[config.mk]
export PLATFORM = sky130hd
export DESIGN_NAME = gtech_arb8_rr
export DESIGN_NICKNAME = d
export VERILOG_FILES = /design/src/rtl/gtech_arb8_rr.sv
export SDC_FILE = /design/constraint.sdc
export NUM_CORES = 1
export LEC_CHECK = 0
export ABC_AREA = 1
export CORE_ASPECT_RATIO = 1.1
export CORE_MARGIN = 1
export CORE_UTILIZATION = 45
export CTS_CLUSTER_SIZE = 30
export DETAILED_ROUTE_END_ITERATION = 7
export PLACE_DENSITY = 0.68
export RECOVER_POWER = 100
export SYNTH_ARGS = -nofsm -noshare
export SYNTH_HDL_FRONTEND = slang
export SYNTH_SLANG_ARGS = --single-unit
export TNS_END_PERCENT = 5
[constraint.sdc]
create_clock -name CP -period 3.43 [get_ports CP]
set_input_delay 0.5145 -clock CP [delete_from_list [all_inputs] [get_ports CP]]
set_output_delay 0.5145 -clock CP [all_outputs]
set_load 0.005 [all_outputs]
[src/rtl/gtech_arb8_rr.sv]
`default_nettype none
// ============================================================================
// Module   : gtech_arb8_rr
// Purpose  : Eight-way round-robin arbiter with registered one-hot grant,
//            owner release/drop handling and optional hold timeout.
// Revision : 1.0 - initial release
// ============================================================================
module gtech_arb8_rr #(
    parameter int MAX_HOLD = 16
) (
    input  logic       CP,
    input  logic       RN,
    input  logic [7:0] REQ,
    input  logic [7:0] DONE,
    output logic [7:0] GNT,
    output logic [2:0] GID,
    output logic       BUSY,
    output logic       NONE,
    output logic       TOUT
);

    localparam logic [0:0] c_st_idle  = 1'b0;
    localparam logic [0:0] c_st_owned = 1'b1;
    localparam logic [7:0] c_max_hold = 8'(MAX_HOLD);
    localparam logic [7:0] c_hcnt_max = 8'hFF;

    logic [0:0] r_state;
    logic [2:0] r_ptr;
    logic [7:0] r_hcnt;
    logic [7:0] r_gnt;
    logic [2:0] r_gid;
    logic       r_tout;
    logic       r_none;

    logic [0:0] w_state_nxt;
    logic [2:0] w_ptr_nxt;
    logic [7:0] w_hcnt_nxt;
    logic [7:0] w_gnt_nxt;
    logic [2:0] w_gid_nxt;
    logic       w_tout_nxt;

    logic [2:0] w_arb_ptr;
    logic [2:0] w_idx;
    logic [2:0] w_win;
    logic       w_found;
    logic       w_owned;
    logic       w_timeout;
    logic       w_release;

    assign w_owned   = (r_state == c_st_owned);
    assign w_timeout = w_owned && (MAX_HOLD != 0) && (r_hcnt == c_max_hold);
    assign w_release = w_owned && (DONE[r_gid] || !REQ[r_gid] || w_timeout);

    // A release re-arbitrates in the same edge starting just past the owner.
    assign w_arb_ptr = w_owned ? (r_gid + 3'd1) : r_ptr;

    // Scan from the highest offset down so the lowest offset from the pointer wins.
    always_comb begin
        w_found = 1'b0;
        w_win   = 3'd0;
        w_idx   = 3'd0;
        for (int k = 7; k >= 0; k--) begin
            w_idx = w_arb_ptr + 3'(k);
            if (REQ[w_idx]) begin
                w_found = 1'b1;
                w_win   = w_idx;
            end
        end
    end

    always_comb begin
        w_state_nxt = r_state;
        w_ptr_nxt   = r_ptr;
        w_hcnt_nxt  = r_hcnt;
        w_gnt_nxt   = r_gnt;
        w_gid_nxt   = r_gid;
        w_tout_nxt  = 1'b0;
        case (r_state)
            c_st_idle: begin
                w_gnt_nxt = 8'h00;
                if (w_found) begin
                    w_state_nxt = c_st_owned;
                    w_gnt_nxt   = 8'h01 << w_win;
                    w_gid_nxt   = w_win;
                    w_hcnt_nxt  = 8'd1;
                end
            end
            c_st_owned: begin
                if (w_release) begin
                    w_ptr_nxt  = r_gid + 3'd1;
                    w_tout_nxt = w_timeout;
                    if (w_found) begin
                        w_gnt_nxt  = 8'h01 << w_win;
                        w_gid_nxt  = w_win;
                        w_hcnt_nxt = 8'd1;
                    end else begin
                        w_state_nxt = c_st_idle;
                        w_gnt_nxt   = 8'h00;
                        w_hcnt_nxt  = 8'd0;
                    end
                end else if (r_hcnt != c_hcnt_max) begin
                    w_hcnt_nxt = r_hcnt + 8'd1;
                end
            end
            default: begin
                w_state_nxt = c_st_idle;
                w_gnt_nxt   = 8'h00;
            end
        endcase
    end

    always_ff @(posedge CP) begin
        if (!RN) begin
            r_state <= c_st_idle;
            r_ptr   <= 3'd0;
            r_hcnt  <= 8'd0;
            r_gnt   <= 8'h00;
            r_gid   <= 3'd0;
            r_tout  <= 1'b0;
            r_none  <= 1'b1;
        end else begin
            r_state <= w_state_nxt;
            r_ptr   <= w_ptr_nxt;
            r_hcnt  <= w_hcnt_nxt;
            r_gnt   <= w_gnt_nxt;
            r_gid   <= w_gid_nxt;
            r_tout  <= w_tout_nxt;
            r_none  <= ~|REQ;
        end
    end

    assign GNT  = r_gnt;
    assign GID  = r_gid;
    assign BUSY = (r_state == c_st_owned);
    assign NONE = r_none;
    assign TOUT = r_tout;

endmodule
`default_nettype wire
==> reports/results.ini, run 1 <==
[status]
outcome = finished clean

[drt]
firstDrtPassIters = 5
postRouteAntennaNets = 0
wl_per_cell_um = 12.3
vias = 2354
vias_per_cell = 5.14
drcViolationCount = 0
routed_wirelength_mm = 5.63
drt_iter0_markers = 181

[grt]
overflow = 0
grt_pass1_vias = 2126
grt_usage_pct = 24.2
grt_max_degree = 17
grt_pass1_wl_mm = 9.43
antenna_found_initial = 0

[setup_path]
crit_fanout = 12
startpoint = GID[0]
r2r_cells = 17
crit_slowest_cell = dfxtp_1
crit_type = reg -> reg
rr_endpoint = r_hcnt[0]
arrival_ps = 3170
critical_path.max_stage_delay_ps = 460
r2r_setup_slack_ps = 420
worst_setup_path_end_kind = flop
path_cells = inv_1 -> nand2_1 -> nand2_2 -> ha_1 -> inv_1 -> nand3_1 -> nand2_1 -> nand2_1 -> nand2_1 -> inv_1 -> nand3_1 -> nor2_4 -> nand2_1 -> nand2_4 -> inv_4 -> o21ai_0 -> a21oi_1
path_common_cell = nand2_1
start_kind = flop
r2r_start = GID[0]
cp.required_ps = 3590
critPathCapture = r_hcnt[0]

[final_layout]
fin_nets = 426
n_antenna_cell = 0
multiInputGateArea_um2 = 1430
area_delta_synth_final_pct = 18.6
drive_gt1_share_pct = 9.70
mostFrequentLayoutCell = nand2_1
fill_cells = 473
fin_area_um2 = 2580
regArea_um2 = 500
finalCoreUtilization_pct = 55.4
final-instance-count-excl-fill = 458
final_cell_mix = nand2_1, nand3_1, inv_1, dfxtp_1, nor2_1

[power_and_ir_drop]
intPower_uw = 1160
p_switching_uw = 1550
switching_share_pct = 57.4
combPwrFrac_pct = 78.8
leakage_uw = 0.00126
cellPowerDensity_nw_per_um2 = 1050
pwr-share-seq_pct = 14.8
clockPowerShare_pct = 6.4
peakVddDrop_mv = 0.437

[clock_tree]
cts-root-buf = clkbuf_8
htree_levels = 1
clock_sinks = 25
cts.path.max_buffers = 2
clkLatencyLatePin_ps = 270
postCtsSetupBuffers = 0
cts_tree = yes
postCtsHoldBufs = 0
clk_pin_slew_worst_paths_ps = 80
cts.repair.resized = 0
cts_buffers = 3

[die]
io_pins = 32
start_util_pct = 46.7
die_x_um = 68.2
die-area_um2 = 5110
rows = 26
fp.dieH_um = 74.9
fp.coreArea_um2 = 4650

[synthesis]
synth_nets = 390
synth_top_area_share_pct = 24.0
syn_avg_cell_area_um2 = 5.92
synthArstFlopShare_pct = 0
ys_seq_elements = 25
synth_area_leaders = nand2_1, dfxtp_1, nand3_1, inv_1, a21oi_1
ys.flop_type = dfxtp_1
synthCells = 367
ys_types = 35
yosys.area.top_type = nand2_1
syn_area_um2 = 2170
synth_edf_count = 0
yosysSeqAreaShare_pct = 23.0
yosysWarnings = 0

[placement]
place_inst = 454
place_hpwl_mm = 4.54
gp_congestion = 0.879
placed_area_um2 = 2540
io_buffers = 31

[timing]
finalCritPeriodShare_pct = 87.7
worst_slew_margin_rel_pct = 72.6
fin_skew_ps = 7.01
fin_setup_tns_ps = 0
fmax_mhz = 332
grt_setup_unrepaired = false
final-setup-viol-count = 0
slew_violations = 0
worst_pin_slew_ps = 408
hold_viol_final = 0
period_minus_slack_ps = 3010

[job]
drv_cap = 0

[min_path]
hp-class = reg -> reg

## layer usage
layer | part of all wire (%) | vias to the layer above | GRT usage, %
met3 | 3.0 | 8 | 2.42
met2 | 49 | 48 | 42.2
met1 | 47 | 1044 | 31.3
li1 | - | 1254 | -
met4 | 1.5 | 0 | 6.71
met5 | 0 | - | 0
## per-stage QoR
step           setup WS (ps)  total power, µW  hold WS, ps
6_report                 422             2710          466
5_1_grt                  104             3050          484
4_1_cts                  477             2740          476
3_5_place_dp             491             2560          458
3_3_place_gp             464             2550          458
2_1_floorplan            931             2100          462
## cells by family after synthesis
logic type / share of synthesized area, %
and+or+nand+nor: 49.5
buffers and inverters: 10.7
AOI/OAI and AO/OA: 12.7
DFF: 23.0
adders and majority gates: 2.88
xor gates and xnor gates: 1.21
## worst max-delay path, delay by kind of cell, from the launching register on
family / cells / cell delay [ps]
adder cells (fa/ha/maj): 1 / 450
flip-flops: 1 / 460
buffers and inverters: 4 / 480
AND/OR/NAND/NOR: 10 / 1330
AO/OA/AOI/OAI: 2 / 190
## power groups by stage
stage | Combinational, µW | Sequential [µW] | Clock (µW)
floorplan | 1700 | 402 | 0
finish | 2140 | 401 | 173
global placement | 2140 | 410 | 0
CTS | 2160 | 405 | 181
global route | 2450 | 412 | 194
detailed placement | 2150 | 411 | 0
## final cells by class
| cell class | count | share of cell area, % |
|---|---|---|
| clock inverters | 1 | 0.194 |
| multi-input cells | 290 | 55.5 |
| clock buffers | 3 | 1.60 |
| flip-flops and latches | 25 | 19.4 |
| inverters | 46 | 6.80 |
| well taps | 56 | 2.72 |
| repair buffers | 37 | 13.8 |
## synth_stat cells (2+ instances only)
cell / instances
nor2_1: 23
inv_2: 2
o221ai_1: 2
a21oi_2: 4
nand2_1: 139
ha_1: 5
nand3_1: 42
buf_6: 4
o21ai_0: 9
xor2_1: 3
nor2_4: 3
nand2_2: 11
dfxtp_1: 25
nand4_1: 4
a21oi_1: 21
inv_1: 42
nor3_1: 4
o21ai_1: 2
nand2_4: 3
nand3_2: 4
## worst min-delay path by stage
| stage | start | end | slack [ps] | cells past startpoint |
|---|---|---|---|---|
| final | GNT[4] | GNT[4] | 470 | 2 |
| after global routing | GNT[1] | GNT[1] | 480 | 2 |
| after CTS | GNT[1] | GNT[1] | 480 | 2 |
| after detailed placement | GNT[0] | GNT[0] | 460 | 2 |
| after global placement | GNT[0] | GNT[0] | 460 | 2 |
| after floorplan | GNT[0] | GNT[0] | 460 | 2 |
## registers in the layout, indices dropped and copies added (netlist names)
name,cells
r_ptr,3
GNT,8
BUSY,1
NONE,1
TOUT,1
r_hcnt,8
GID,3
Note: power is estimated with default switching activity, not from simulation.
==> inputs of run 2 (changes only) <==
SKIP_CTS_REPAIR_TIMING = 1   (was unset)
==> results of run 2 <==
No change in the layout: final DEF, timing and power equal those of run 1.
